[src/rtl/regfile_wb_arb_pkg.sv]
// Shared write-back types: the request struct that travels through the B FIFO,
// the per-cycle grant encoding and a ceiling-log2 helper for pointer sizing.
package regfile_wb_arb_pkg;

  localparam int unsigned WB_WIDTH   = 32;
  localparam int unsigned WB_REGBITS = 3;

  typedef struct packed {
    logic [WB_REGBITS-1:0] wa;
    logic [WB_WIDTH-1:0]   wd;
  } wb_req_t;

  typedef enum logic [1:0] {
    GNT_NONE = 2'd0,
    GNT_A    = 2'd1,
    GNT_B    = 2'd2
  } grant_e;

  function automatic int unsigned log2_ceil(input int unsigned n);
    int unsigned r;
    r = 0;
    for (int i = 0; i < 32; i++) begin
      if ((32'd1 << i) < n) r = i + 1;
    end
    return r;
  endfunction

endpackage

[src/rtl/regfile_wb_arb_if.sv]
// Bus bundle between the pipeline (master) and the write-back arbiter (slave).
// B is valid/ready: a transfer happens on any edge where b_valid_i && b_ready_o;
// the master holds B stable while b_valid_i is high and b_ready_o is low.
interface regfile_wb_arb_if #(
  parameter int unsigned WIDTH   = 32,
  parameter int unsigned REGBITS = 3
);
  logic                     a_valid_i;
  logic [REGBITS-1:0]       a_wa_i;
  logic [WIDTH-1:0]         a_wd_i;
  logic                     a_stall_o;
  logic                     b_valid_i;
  logic [REGBITS-1:0]       b_wa_i;
  logic [WIDTH-1:0]         b_wd_i;
  logic                     b_ready_o;
  logic                     regwrite_o;
  logic [REGBITS-1:0]       wa_o;
  logic [WIDTH-1:0]         wd_o;
  logic [(1<<REGBITS)-1:0]  pending_o;

  modport master (
    output a_valid_i, a_wa_i, a_wd_i, b_valid_i, b_wa_i, b_wd_i,
    input  a_stall_o, b_ready_o, regwrite_o, wa_o, wd_o, pending_o
  );

  modport slave (
    input  a_valid_i, a_wa_i, a_wd_i, b_valid_i, b_wa_i, b_wd_i,
    output a_stall_o, b_ready_o, regwrite_o, wa_o, wd_o, pending_o
  );
endinterface

[src/rtl/regfile_wb_arb_fifo.sv]
// Synchronous FIFO of write-back requests with wrap-bit pointers; also exposes
// which slots are live and their destination registers for hazard tracking.
module wb_fifo
  import regfile_wb_arb_pkg::*;
#(
  parameter type         req_t   = wb_req_t,
  parameter int unsigned DEPTH   = 4,
  parameter int unsigned REGBITS = WB_REGBITS
) (
  input  logic                            clk,
  input  logic                            rst_n,
  input  logic                            push_i,
  input  req_t                            req_i,
  input  logic                            pop_i,
  output req_t                            head_o,
  output logic                            full_o,
  output logic                            empty_o,
  output logic [DEPTH-1:0]                ent_vld_o,
  output logic [DEPTH-1:0][REGBITS-1:0]   ent_wa_o
);

  localparam int unsigned AW = log2_ceil(DEPTH);
  localparam int unsigned PW = AW + 1;

  logic [PW-1:0] wr_ptr_q, wr_ptr_d;
  logic [PW-1:0] rd_ptr_q, rd_ptr_d;
  logic [PW-1:0] count;
  req_t          mem_q [DEPTH];

  assign empty_o = (wr_ptr_q == rd_ptr_q);
  assign full_o  = (wr_ptr_q[AW-1:0] == rd_ptr_q[AW-1:0]) && (wr_ptr_q[AW] != rd_ptr_q[AW]);
  assign count   = wr_ptr_q - rd_ptr_q;
  assign head_o  = mem_q[rd_ptr_q[AW-1:0]];

  always_comb begin
    wr_ptr_d = wr_ptr_q;
    rd_ptr_d = rd_ptr_q;
    if (push_i && !full_o) wr_ptr_d = wr_ptr_q + PW'(1);
    if (pop_i && !empty_o) rd_ptr_d = rd_ptr_q + PW'(1);
  end

  always_ff @(posedge clk or negedge rst_n) begin
    if (!rst_n) begin
      wr_ptr_q <= '0;
      rd_ptr_q <= '0;
    end else begin
      wr_ptr_q <= wr_ptr_d;
      rd_ptr_q <= rd_ptr_d;
    end
  end

  // Storage needs no reset: slot liveness comes only from the pointers.
  always_ff @(posedge clk) begin
    if (push_i && !full_o) mem_q[wr_ptr_q[AW-1:0]] <= req_i;
  end

  always_comb begin
    logic [AW-1:0] off;
    off = '0;
    for (int i = 0; i < DEPTH; i++) begin
      off          = AW'(i) - rd_ptr_q[AW-1:0];
      ent_vld_o[i] = ({1'b0, off} < count);
      ent_wa_o[i]  = mem_q[i].wa;
    end
  end

endmodule

[src/rtl/regfile_wb_arb.sv]
// Register-file write-back arbiter: merges single-cycle ALU results (A) with
// FIFO-buffered long-latency results (B) into one registered write per cycle.
module regfile_wb_arb
  import regfile_wb_arb_pkg::*;
#(
  parameter int unsigned WIDTH        = 32,
  parameter int unsigned REGBITS      = 3,
  parameter int unsigned DEPTH        = 4,
  parameter int unsigned STARVE_LIMIT = 3
) (
  input logic              clk,
  input logic              rst_n,
  regfile_wb_arb_if.slave  wb
);

  localparam int unsigned NREG = 1 << REGBITS;
  localparam int unsigned CW   = log2_ceil(STARVE_LIMIT + 1);

  typedef struct packed {
    logic [REGBITS-1:0] wa;
    logic [WIDTH-1:0]   wd;
  } req_t;

  req_t                          enq_req;
  req_t                          head;
  logic                          fifo_full;
  logic                          fifo_empty;
  logic                          enq;
  logic                          deq;
  logic [DEPTH-1:0]              ent_vld;
  logic [DEPTH-1:0][REGBITS-1:0] ent_wa;

  grant_e                        gnt;
  logic                          starving;
  logic                          a_live;
  logic [CW-1:0]                 starve_q, starve_d;
  logic                          regwrite_q, regwrite_d;
  logic [REGBITS-1:0]            wa_q, wa_d;
  logic [WIDTH-1:0]              wd_q, wd_d;
  logic [NREG-1:0]               pending;

  // Zero-address B results are handshaken but never stored.
  assign enq     = wb.b_valid_i && !fifo_full && (wb.b_wa_i != '0);
  assign enq_req = '{wa: wb.b_wa_i, wd: wb.b_wd_i};

  wb_fifo #(
    .req_t   (req_t),
    .DEPTH   (DEPTH),
    .REGBITS (REGBITS)
  ) u_fifo (
    .clk       (clk),
    .rst_n     (rst_n),
    .push_i    (enq),
    .req_i     (enq_req),
    .pop_i     (deq),
    .head_o    (head),
    .full_o    (fifo_full),
    .empty_o   (fifo_empty),
    .ent_vld_o (ent_vld),
    .ent_wa_o  (ent_wa)
  );

  // Starvation is decided from registered state only, so the stall never
  // depends combinationally on this cycle's A request.
  assign starving = (starve_q == CW'(STARVE_LIMIT)) && !fifo_empty;
  assign a_live   = wb.a_valid_i && (wb.a_wa_i != '0);

  always_comb begin
    gnt = GNT_NONE;
    if (starving)         gnt = GNT_B;
    else if (a_live)      gnt = GNT_A;
    else if (!fifo_empty) gnt = GNT_B;
  end

  assign deq = (gnt == GNT_B);

  always_comb begin
    starve_d = starve_q;
    if (fifo_empty || deq)                 starve_d = '0;
    else if (starve_q != CW'(STARVE_LIMIT)) starve_d = starve_q + CW'(1);
  end

  always_comb begin
    regwrite_d = 1'b0;
    wa_d       = wa_q;
    wd_d       = wd_q;
    case (gnt)
      GNT_A: begin
        regwrite_d = 1'b1;
        wa_d       = wb.a_wa_i;
        wd_d       = wb.a_wd_i;
      end
      GNT_B: begin
        regwrite_d = 1'b1;
        wa_d       = head.wa;
        wd_d       = head.wd;
      end
      default: ;
    endcase
  end

  always_ff @(posedge clk or negedge rst_n) begin
    if (!rst_n) begin
      starve_q   <= '0;
      regwrite_q <= 1'b0;
      wa_q       <= '0;
      wd_q       <= '0;
    end else begin
      starve_q   <= starve_d;
      regwrite_q <= regwrite_d;
      wa_q       <= wa_d;
      wd_q       <= wd_d;
    end
  end

  always_comb begin
    pending = '0;
    for (int i = 0; i < DEPTH; i++) begin
      if (ent_vld[i]) pending[ent_wa[i]] = 1'b1;
    end
    if (regwrite_q) pending[wa_q] = 1'b1;
    pending[0] = 1'b0;
  end

  assign wb.a_stall_o  = starving;
  assign wb.b_ready_o  = !fifo_full;
  assign wb.regwrite_o = regwrite_q;
  assign wb.wa_o       = wa_q;
  assign wb.wd_o       = wd_q;
  assign wb.pending_o  = pending;

endmodule

[src/flat_wrapper.sv]
// flat-port wrapper written by rule: the top's interface ports become plain ports
module regfile_wb_arb_flat import regfile_wb_arb_pkg::*;
#(
  parameter int unsigned WIDTH        = 32,
  parameter int unsigned REGBITS      = 3,
  parameter int unsigned DEPTH        = 4,
  parameter int unsigned STARVE_LIMIT = 3
)
  (clk, rst_n, wb_a_valid_i, wb_a_wa_i, wb_a_wd_i, wb_b_valid_i, wb_b_wa_i, wb_b_wd_i, wb_a_stall_o, wb_b_ready_o, wb_regwrite_o, wb_wa_o, wb_wd_o, wb_pending_o);
  regfile_wb_arb_if #(.WIDTH(WIDTH), .REGBITS(REGBITS)) wb_i ();
  input logic clk;
  input logic rst_n;
  input wire logic [$bits(wb_i.a_valid_i)-1:0] wb_a_valid_i;
  input wire logic [$bits(wb_i.a_wa_i)-1:0] wb_a_wa_i;
  input wire logic [$bits(wb_i.a_wd_i)-1:0] wb_a_wd_i;
  input wire logic [$bits(wb_i.b_valid_i)-1:0] wb_b_valid_i;
  input wire logic [$bits(wb_i.b_wa_i)-1:0] wb_b_wa_i;
  input wire logic [$bits(wb_i.b_wd_i)-1:0] wb_b_wd_i;
  output wire logic [$bits(wb_i.a_stall_o)-1:0] wb_a_stall_o;
  output wire logic [$bits(wb_i.b_ready_o)-1:0] wb_b_ready_o;
  output wire logic [$bits(wb_i.regwrite_o)-1:0] wb_regwrite_o;
  output wire logic [$bits(wb_i.wa_o)-1:0] wb_wa_o;
  output wire logic [$bits(wb_i.wd_o)-1:0] wb_wd_o;
  output wire logic [$bits(wb_i.pending_o)-1:0] wb_pending_o;
  assign wb_i.a_valid_i = wb_a_valid_i;
  assign wb_i.a_wa_i = wb_a_wa_i;
  assign wb_i.a_wd_i = wb_a_wd_i;
  assign wb_i.b_valid_i = wb_b_valid_i;
  assign wb_i.b_wa_i = wb_b_wa_i;
  assign wb_i.b_wd_i = wb_b_wd_i;
  assign wb_a_stall_o = wb_i.a_stall_o;
  assign wb_b_ready_o = wb_i.b_ready_o;
  assign wb_regwrite_o = wb_i.regwrite_o;
  assign wb_wa_o = wb_i.wa_o;
  assign wb_wd_o = wb_i.wd_o;
  assign wb_pending_o = wb_i.pending_o;
  regfile_wb_arb #(.WIDTH(WIDTH), .REGBITS(REGBITS), .DEPTH(DEPTH), .STARVE_LIMIT(STARVE_LIMIT)) u_core (.clk(clk), .rst_n(rst_n), .wb(wb_i));
endmodule
[config.mk]
export PLATFORM = sky130hd
export DESIGN_NAME = regfile_wb_arb_flat
export DESIGN_NICKNAME = d
export VERILOG_FILES = /design/src/rtl/regfile_wb_arb_pkg.sv /design/src/rtl/regfile_wb_arb_if.sv /design/src/rtl/regfile_wb_arb_fifo.sv /design/src/rtl/regfile_wb_arb.sv /design/src/flat_wrapper.sv
export SDC_FILE = /design/constraint.sdc
export NUM_CORES = 1
export LEC_CHECK = 0
export ABC_AREA = 1
export CAP_MARGIN = 20
export CORE_UTILIZATION = 35
export CTS_CLUSTER_SIZE = 14
export DETAILED_ROUTE_END_ITERATION = 7
export GPL_TIMING_DRIVEN = 1
export PLACE_DENSITY = 0.65
export SETUP_SLACK_MARGIN = 0.05
export SYNTH_ARGS = -nofsm -noshare
export SYNTH_HDL_FRONTEND = slang
export SYNTH_SLANG_ARGS = --single-unit
[constraint.sdc]
create_clock -name clk -period 3.3 [get_ports clk]
set_input_delay 0.66 -clock clk [delete_from_list [all_inputs] [get_ports clk]]
set_output_delay 0.66 -clock clk [all_outputs]
set_load 0.01 [all_outputs]
Word level (Yosys, flattened, before mapping)
Memories as Yosys holds them, arrays and structs flattened.
Index checks and enable logic that the tools add are counted.
Operators by class
  add/sub/neg operators: 8
  order comparisons: 14
  equal/unequal tests: 7
  mux-type cells: 25
  bitwise operators: 4
  reductions and logical operators: 20
Operators by type and width (count)
  $pmux 32 s2: 1
  $mux 8: 5
  $or 8x8->8: 4
  $lt 3x4->1 const B: 5
  $demux 1 s3: 5
  $ge 3x1->1 const B: 5
  $logic_and 1x1->1: 12
  $lt 2x3->1: 4
  $mux 2: 5
  $mux 1: 8
  $add 3x1->3 const B: 2
  $pmux 3 s2: 1
  $reduce_bool 3->1: 2
  $eq 2x2->1 const B: 2
  $reduce_bool 2->1: 2
  $sub 1x2->2 const A: 2
  $sub 2x2->2 const A: 2
  $eq 3x3->1: 1
  $sub 3x3->3: 1
  $add 2x1->2 const B: 1
  $eq 2x1->1 const B: 1
  $eq 2x2->1: 1
  $logic_not 1->1: 2
  $ne 2x2->1 const B: 1
  other kinds (3): 3
Storage, ports and cells
  bits in registers: 44
  bits in writable memories: 140
  bits of input ports: 74
  word-level logic and storage cells: 85
  memories: 1
Memories
  u_core.u_fifo.mem_q: words 4, width 35, read ports 5, clocked after memory_dff 0, write ports 1, RTL line regfile_wb_arb_fifo.sv:28  | req_t mem_q [DEPTH];

Depth between registers and ports, before layout
Gate-level depths: netlist of the first run.
An unclocked memory read counts as a cell.
  depth in word-level cells: 14
  gate-level depth with buffers: 13
  gate-level depth less buffers: 13

Modules after synthesis
Synthesis of the first run repeated with hierarchy kept, for this count alone.
Unflattened totals
  cell total of the unflattened synthesis: 727
  area, all modules: 8284.2 um^2
By module, submodules not included
  wb_fifo: times used 1, cells an instance 431, area an instance 5939.4 um^2, seq. area each 4354.2 um^2
  regfile_wb_arb: times used 1, cells an instance 296, area an instance 2344.7 um^2, seq. area each 950.9 um^2

Worst setup path before layout of the first run
Ideal clock, no wire load.
  path kind: register to register
  from: reg u_core.u_fifo.rd_ptr_q[1]
  to: mem u_core.u_fifo.mem_q[0][0] (netlist name) (enable)
  data arrival time: 2.786 ns
  path slack: 0.086 ns
  stages on the path, launching flop included: 8
  buffers on the path: 2
  cell sequence: dfrtp_1 -> buf_4 -> inv_2 -> buf_4 -> ha_1 -> nand4_2 -> nand3b_4 -> nor2_1
On the way
  longest elaborated chain between the ends: 8
Ends and longest elaborated chain
  start, declared: RTL line regfile_wb_arb_fifo.sv:26  | logic [PW-1:0] rd_ptr_q, rd_ptr_d;
  start signal, assigned: RTL line regfile_wb_arb_fifo.sv:48  | rd_ptr_q <= rd_ptr_d;
  $eq 2x2->1 (*): RTL line regfile_wb_arb_fifo.sv:31  | assign full_o = (wr_ptr_q[AW-1:0] == rd_ptr_q[AW-1:0]) && (wr_ptr_q[AW] != rd_ptr_q[AW]);
  $logic_and 1x1->1 (*): RTL line regfile_wb_arb_fifo.sv:31
  $logic_not 1->1 (*)
  named net wb_b_ready_o: RTL line flat_wrapper.sv:20  | output wire logic [$bits(wb_i.b_ready_o)-1:0] wb_b_ready_o;
  $logic_and 1x1->1 (2 in a row): RTL line regfile_wb_arb.sv:43  | assign enq = wb.b_valid_i && !fifo_full && (wb.b_wa_i != '0);
  $logic_and 1x1->1 (*): RTL line regfile_wb_arb_fifo.sv:54  | if (push_i && !full_o) mem_q[wr_ptr_q[AW-1:0]] <= req_i;
  $mux 1 (*): RTL line regfile_wb_arb_fifo.sv:54
  $mux 1 (not written as such) (*): RTL line regfile_wb_arb_fifo.sv:54
  end, declared: RTL line regfile_wb_arb_fifo.sv:28
The timed path passes the listed nets; every way through them passes the cells marked *.

Worst setup path in the final report of the first run
  from: reg u_core.u_fifo.wr_ptr_q[0]
  to: out wb_pending_o[1]
On the way
  longest elaborated chain between the ends: 11
  elaborated cells between the ends (all ways): 14
Ends and longest elaborated chain
  start, declared: RTL line regfile_wb_arb_fifo.sv:25  | logic [PW-1:0] wr_ptr_q, wr_ptr_d;
  start signal, assigned: RTL line regfile_wb_arb_fifo.sv:47  | wr_ptr_q <= wr_ptr_d;
  $sub 3x3->3 (*): RTL line regfile_wb_arb_fifo.sv:32  | assign count = wr_ptr_q - rd_ptr_q;
  $lt 2x3->1: RTL line regfile_wb_arb_fifo.sv:62  | ent_vld_o[i] = ({1'b0, off} < count);
  $mux 8: RTL line regfile_wb_arb.sv:119  | if (ent_vld[i]) pending[ent_wa[i]] = 1'b1;
  $or 8x8->8 (no source line)
  $mux 8: RTL line regfile_wb_arb.sv:119
  $or 8x8->8 (no source line)
  $mux 8: RTL line regfile_wb_arb.sv:119
  $or 8x8->8 (no source line)
  $mux 8 (*): RTL line regfile_wb_arb.sv:119
  $or 8x8->8 (no source line)
  $mux 8 (*): RTL line regfile_wb_arb.sv:121  | if (regwrite_q) pending[wa_q] = 1'b1;
  end, declared: RTL line flat_wrapper.sv:24  | output wire logic [$bits(wb_i.pending_o)-1:0] wb_pending_o;
Every way passes the cells marked *; elsewhere a longest branch is shown, timed or not.

==> reports/qor.csv, run 1 <==
stage;metric;value;unit
cts;cts-htree-levels;4;
die;num_rows;55;
die;dieArea;24000;um2
sta;fin_ws;30.2;ps
cts;insertion_delay;420;ps
sta;max_slew_margin;0.304;
grt;grt.total_usage;0.167;
die;core;22800;um2
drt;firstDrtPassIters;5;
die;die_h;155;um
die;pin_count;120;
cts;root_buffer;clkbuf_16;
synthesis;avgSynthCellArea;10.6;um2
sta;rsz0062_at_grt;yes;
critical_path;slowest_stage;fa_1;
sta;final_hold_viol_count;0;
critical_path;worstSetupPathType;flip-flop to primary output;
drt;drc;0;
sta;worstMarginPinSlew;1040;ps
critical_path;crit_required;2640;ps
placement;io_buffers;118;
synthesis;ys_ff_latch;184;
synthesis;synth_cells;773;
die;die_x;155;um
final_layout;layout.nets;987;
synthesis;yosysMostFrequentCell;edfxtp_1;
cts;cts_hold_buffers;0;
drt;vias_per_cell;4.75;
job;max-cap-violations;0;
grt;grt_max_degree;100;
cts;cts_inserted_buffers;17;
grt;grt_pass1_wl;30.6;mm
synthesis;yosys-top-cells-area;edfxtp_1 (51%), dfrtp_1 (13%), a21oi_1 (6.0%), nand2_1 (5.7%), nor2_1 (3.7%);
grt;grt_pass1_vias;5806;
cts;cts.sinks;184;
critical_path;crit_chain;inv_2 > ha_4 > inv_2 > fa_1 > inv_4 > ha_4 > inv_2 > o21bai_4 > nand3_4 > nand2_2 > nand2_1 > nor2_1 > nand2_1 > buf_2;
drt;wire_per_inst;15.8;um
synthesis;ys_async_sr_fraction;0.239;
final_layout;drive_gt1_frac;0.117;
sta;finalCriticalPeriod;3270;ps
final_layout;diodes;0;
critical_path;cp-end-kind;primary output;
placement;dpl_cell_area;9810;um2
drt;drtAntennaViolNets;0;
synthesis;synth.top_cells.by_count;edfxtp_1 (140), nand2_1 (125), a21oi_1 (98);
sta;setup_viol;0;
final_layout;area_growth;28.1;%
power_and_ir_drop;powerDensity;985;nW/um2
sta;final-max-slew-violation-count;0;
sta;max_clock_freq;306;MHz
placement;dpl_worst_slack;-3.05;ps
run_status;run_status;completed;
synthesis;ys_types;30;
placement;place_congestion;0.910;
final_layout;final_cell_area;10500;um2
die;start_util;0.360;
synthesis;syn_nets;862;
synthesis;synth-seq-area-share;0.648;
synthesis;syn_area;8190;um2
synthesis;synth_area_leader_cell;edfxtp_1;
power_and_ir_drop;leakage;4.04;nW
critical_path;critPathArrivalTime;2610;ps
power_and_ir_drop;finalPower;0.0103;W
synthesis;synth_enable_flop_cells;140;
drt;route.vias.total;5819;
final_layout;utilization;0.461;
synthesis;synth_warnings;0;
critical_path;critPathMaxStageDelay;520;ps
cts;cts_tree;built;
synthesis;synth_ff_type;edfxtp_1;
critical_path;cp_max_fo;7;
cts;clk_path_buf_depth;2;
sta;finalClockSkew;7.93;ps
grt;antenna_found_initial;2;
synthesis;synth_top_area_frac;0.513;
critical_path;critPathLaunchType;flip-flop;
power_and_ir_drop;ir_drop;0.438;mV
drt;wl;19.3;mm
critical_path;crit_top_cell;inv_2;
grt;overflow;0;
hold_path;hold_class;input pin to async pin;
cts;cts.reportedPaths.clkPinSlew;60;ps
sta;holdWs;382;ps
sta;finalCritPeriodShare;0.991;
drt;initialDrtViolationCount;321;
placement;dpl.hpwl;12.2;mm
[logic make-up (layout without fill, tap and decap cells)]
kind of cell	Yosys count	count (layout)	share of synthesized area
other cells	1	1	0.000458
buf+inv	111	249	0.0593
xor+xnor	4	4	0.00428
flops	184	184	0.648
fa+ha+maj	15	15	0.0238
compound gates	163	163	0.102
mux	1	1	0.00122
simple gates	294	294	0.161
[through the flow]
| stage | setup TNS [ps] | cells |
|---|---|---|
| floorplan | 0 | 773 |
| global placement | 0 | 1186 |
| detailed placement | -3.05 | 1186 |
| CTS | -35.1 | 1222 |
| global route | -510 | 1224 |
| finish | 0 | 1224 |
[layout by cell type (no fill, tap or decap), drive strengths merged, types with 34 or more instances in the layout]
| master | n |
|---|---|
| o21ai | 59 |
| a21oi | 98 |
| nand2 | 127 |
| edfxtp | 140 |
| nand3 | 58 |
| clkdlybuf4s50 | 110 |
| buf | 34 |
| inv | 79 |
| nor2 | 82 |
| dfrtp | 44 |
[final timing paths]
path	startpoint	to	slack, ps	cells past startpoint
worst max-delay path	u_core.u_fifo.wr_ptr_q[0]	wb_pending_o[1]	30	14
max in group asynchronous	rst_n	u_core.wb.wd_o[19]	2220	2
worst min register to register	u_core.wb.wd_o[2]	u_core.wb.wd_o[2]	530	2
worst min-delay path	rst_n	u_core.wb.wd_o[17]	380	1
min in group clk	u_core.wb.wd_o[2]	u_core.wb.wd_o[2]	530	2
worst max register to register	u_core.u_fifo.rd_ptr_q[1]	u_core.wb.wd_o[30]	500	11
[where the power goes]
group	leakage (nW)	internal (W)	switching, W	total, W
registers	1.78	0.00318	0.000268	0.00344
clock network	0.270	0.00106	0.000874	0.00193
logic	1.99	0.00201	0.00295	0.00496
[worst max-delay path, delay by kind of cell, from the launching register on]
family                     cells  cell delay [ps]
DFF                            1              380
and+or+nand+nor                5              410
AOI/OAI and AO/OA              1              140
adders and majority gates      3              910
buffers and inverters          5              360
[routing by layer]
metal / vias to the layer above / wire length [um] / GRT usage
li1: 2888 / - / -
met1: 2724 / 8280 / 0.207
met2: 169 / 9510 / 0.287
met3: 34 / 1060 / 0.0318
met4: 4 / 435 / 0.0651
met5: - / 27 / 0
[repair_timing]
item / in CTS / in global routing
resized for setup: 45 / 10
cloned: 0 / 0
setup buffers: 4 / 2
pin swaps: 21 / 12
endpoints found under the setup margin: 7 / 7
[state kept, by name, summed over array words and instances (netlist names)]
signal and count:
u_core.u_fifo.mem_q 140, u_core.wb.wd_o 32, u_core.u_fifo.rd_ptr_q 3, u_core.u_fifo.wr_ptr_q 3, u_core.wb.wa_o 3, u_core.starve_q 2, u_core.wb.regwrite_o 1
[area by class of cell]
type / instances / area [um2]
sequential: 184 / 5310
fill: 2082 / 12300
inverter: 73 / 277
clock buffer: 18 / 429
multi-input combinational: 478 / 2540
tap: 313 / 392
clock inverter: 14 / 134
timing repair buffer: 144 / 1410
Note: power is estimated with default switching activity, not from simulation.
==> inputs of run 2 (changes only) <==
--- a/config.mk
+++ b/config.mk
@@ -8,6 +8,7 @@
 export ABC_AREA = 1
 export CAP_MARGIN = 20
 export CORE_UTILIZATION = 35
+export CTS_CLUSTER_DIAMETER = 80
 export CTS_CLUSTER_SIZE = 14
 export DETAILED_ROUTE_END_ITERATION = 7
 export GPL_TIMING_DRIVEN = 1
==> results of run 2 <==
Same layout as run 1: the final DEF is identical, and so are final timing and power.
==> inputs of run 3 (changes only) <==
--- a/config.mk
+++ b/config.mk
@@ -12,7 +12,7 @@
 export CTS_CLUSTER_SIZE = 14
 export DETAILED_ROUTE_END_ITERATION = 7
 export GPL_TIMING_DRIVEN = 1
-export PLACE_DENSITY = 0.65
+export PLACE_DENSITY = 0.63
 export SETUP_SLACK_MARGIN = 0.05
 export SYNTH_ARGS = -nofsm -noshare
 export SYNTH_HDL_FRONTEND = slang
==> constraint.sdc (replaced) <==
create_clock -name clk -period 3.93 [get_ports clk]
set_input_delay 0.786 -clock clk [delete_from_list [all_inputs] [get_ports clk]]
set_output_delay 0.786 -clock clk [all_outputs]
set_load 0.01 [all_outputs]
==> reports/qor.csv, run 3 (synthesis gave the netlist of run 1 again) <==
stage;metric;value;unit;change
cts;cts-htree-levels;4;;unchanged
final_layout;final_common_cell;edfxtp_1;;unchanged
drt;initialDrtViolationCount;319;;was 321
critical_path;crit_required;3140;ps;was 2640 ps
critical_path;cp-end-kind;primary output;;unchanged
sta;max_clock_freq;280;MHz;
critical_path;rr_startpoint;u_core.u_fifo.rd_ptr_q[1];;unchanged
cts;insertion_delay;420;ps;about the same
power_and_ir_drop;powerDensity;809;nW/um2;was 985 nW/um2
job;max-cap-violations;0;;unchanged
grt;antenna_found_initial;1;;was 2
sta;setup_viol;0;;unchanged
critical_path;r2r_slack;640;ps;was 500 ps
grt;grt.total_usage;0.164;;was 0.167
final_layout;layout.nets;980;;was 987
sta;finalCriticalPeriod;3570;ps;
cts;cts.sinks;184;;unchanged
critical_path;critPathArrivalTime;2790;ps;was 2610 ps
final_layout;final_cell_area;10400;um2;was 10500 um2
critical_path;critPathLaunchType;flip-flop;;unchanged
grt;grt_pass1_wl;30.0;mm;was 30.6 mm
drt;wire_per_inst;15.4;um;was 15.8 um
final_layout;area_growth;27.0;%;was 28.1%
grt;grt_pass1_vias;5691;;was 5806
drt;route.vias.total;5779;;was 5819
drt;wl;18.7;mm;was 19.3 mm
run_status;run_status;completed;;unchanged
cts;clk_path_buf_depth;2;;unchanged
sta;max_slew_margin;0.450;;was 0.304
die;die_x;155;um;unchanged
critical_path;worstSetupPathType;flip-flop to primary output;;unchanged
die;dieArea;24000;um2;unchanged
hold_path;hold_class;input pin to async pin;;unchanged
power_and_ir_drop;ir_drop;0.360;mV;was 0.438 mV
sta;finalClockSkew;9.86;ps;was 7.93 ps
final_layout;fillers;2068;;was 2082
drt;firstDrtPassIters;4;;was 5
cts;cts_inserted_buffers;17;;unchanged
sta;fin_tns_setup;0;ps;unchanged
cts;cts.reportedPaths.clkPinSlew;70;ps;was 60 ps
die;pin_count;120;;unchanged
sta;rsz0062_at_grt;no;;was yes
cts;cts_tree;built;;unchanged
sta;fin_ws;357;ps;was 30.2 ps
critical_path;cp_max_fo;7;;unchanged
critical_path;rr_endpoint;u_core.wb.wd_o[25];;was u_core.wb.wd_o[30]
cts;root_buffer;clkbuf_16;;unchanged
drt;drtAntennaViolNets;0;;unchanged
critical_path;reg2reg_depth;11;;unchanged
sta;final-max-slew-violation-count;0;;unchanged
power_and_ir_drop;leakage;4.09;nW;was 4.04 nW
grt;grt_max_degree;101;;was 100
grt;overflow;0;;unchanged
die;start_util;0.360;;unchanged
placement;io_buffers;118;;unchanged
cts;cts_hold_buffers;0;;unchanged
final_layout;final_cell_mix;edfxtp_1 (140), nand2_1 (125), clkdlybuf4s50_1 (110);;was edfxtp_1 (140), nand2_1 (115), clkdlybuf4s50_1 (110)
die;num_rows;55;;unchanged
sta;holdWs;422;ps;was 382 ps
drt;vias_per_cell;4.74;;was 4.75
die;core;22800;um2;unchanged
drt;drc;0;;unchanged
final_layout;drive_gt1_frac;0.0863;;was 0.117
final_layout;largest_reg_flops;140;;unchanged
sta;finalCritPeriodShare;0.909;;
placement;dpl_cell_area;9740;um2;was 9810 um2
die;die_h;155;um;unchanged
power_and_ir_drop;finalPower;0.00841;W;was 0.0103 W
placement;place_congestion;0.855;;was 0.910
sta;worstMarginPinSlew;820;ps;was 1040 ps
sta;final_hold_viol_count;0;;unchanged
placement;dpl.hpwl;12.4;mm;was 12.2 mm
placement;dpl_worst_slack;384;ps;was -3.05 ps
==> run 3: changes by cell type in the layout (fill, tap and decap cells not counted), moves of 4 or more <==
| cell | before | now |
|---|---|---|
| nand2_2 | 12 | 2 |
| buf_2 | 8 | 1 |
| buf_12 | 6 | 2 |
| inv_1 | 62 | 66 |
| inv_6 | 7 | 2 |
| nand2_1 | 115 | 125 |
| dlymetal6s2s_1 | 0 | 7 |
| buf_4 | 20 | 16 |
==> run 3: area by class of cell <==
type | count | area (um2) | area share
Inverter | 73 | 274 | 0.0264
Sequential cell | 184 | 5310 | 0.511
Tap cell | 313 | 392 | 0.0377
Multi-Input combinational cell | 478 | 2450 | 0.236
Clock buffer | 17 | 425 | 0.0409
Antenna cell | 1 | 2.50 | 0.000241
Clock inverter | 15 | 174 | 0.0167
Timing Repair Buffer | 137 | 1370 | 0.131
==> run 3: how the worst max path moves through the flow <==
stage,cells after the start,endpoint,slack (ps),from
after floorplan,7,u_core.u_fifo.mem_q[0][0],720,u_core.u_fifo.rd_ptr_q[1]
after global placement,14,wb_pending_o[1],430,u_core.u_fifo.wr_ptr_q[0]
final,14,wb_pending_o[3],360,u_core.u_fifo.wr_ptr_q[0]
after detailed placement,13,wb_pending_o[5],380,u_core.u_fifo.wr_ptr_q[0]
after global routing,14,wb_pending_o[2],110,u_core.u_fifo.wr_ptr_q[0]
after CTS,14,wb_pending_o[4],60,u_core.u_fifo.wr_ptr_q[0]
==> run 3: critical path, stage by stage (launching register included) <==
cell,delay (ps)
dfrtp_1,390
inv_2,100
ha_2,190
inv_1,60
fa_1,480
inv_1,100
ha_1,290
inv_1,40
o21bai_2,150
nand3_4,120
nand2_1,90
inv_1,40
nor2_1,90
nand2_1,50
dlymetal6s2s_1,160
==> run 3: power by group <==
| group | switching [W] | leakage (nW) | total [W] | internal, W |
|---|---|---|---|---|
| logic | 0.00226 | 2.02 | 0.00377 | 0.00151 |
| registers | 0.000257 | 1.78 | 0.00292 | 0.00267 |
| clock network | 0.000712 | 0.290 | 0.00171 | 0.00100 |
| total | 0.00323 | 4.09 | 0.00841 | 0.00518 |
==> run 3: what timing repair did <==
item	CTS	global route
gates resized for setup	5	9
buffers inserted	1	0
endpoints found under the setup margin	7	7
==> run 3: per-stage QoR <==
| stage | utilization | instances |
|---|---|---|
| CTS | 0.455 | 1217 |
| floorplan | - | 773 |
| finish | 0.456 | 1218 |
| detailed placement | 0.428 | 1184 |
| global route | 0.456 | 1217 |
| global placement | 0.428 | 1184 |
==> run 3: metal layers <==
layer  track usage  routed length, um  up-vias
met2         0.282               9310      144
met5             0                  0        -
met1         0.205               8170     2729
met3        0.0354                945       28
met4        0.0528                301        0
li1              -                  -     2878
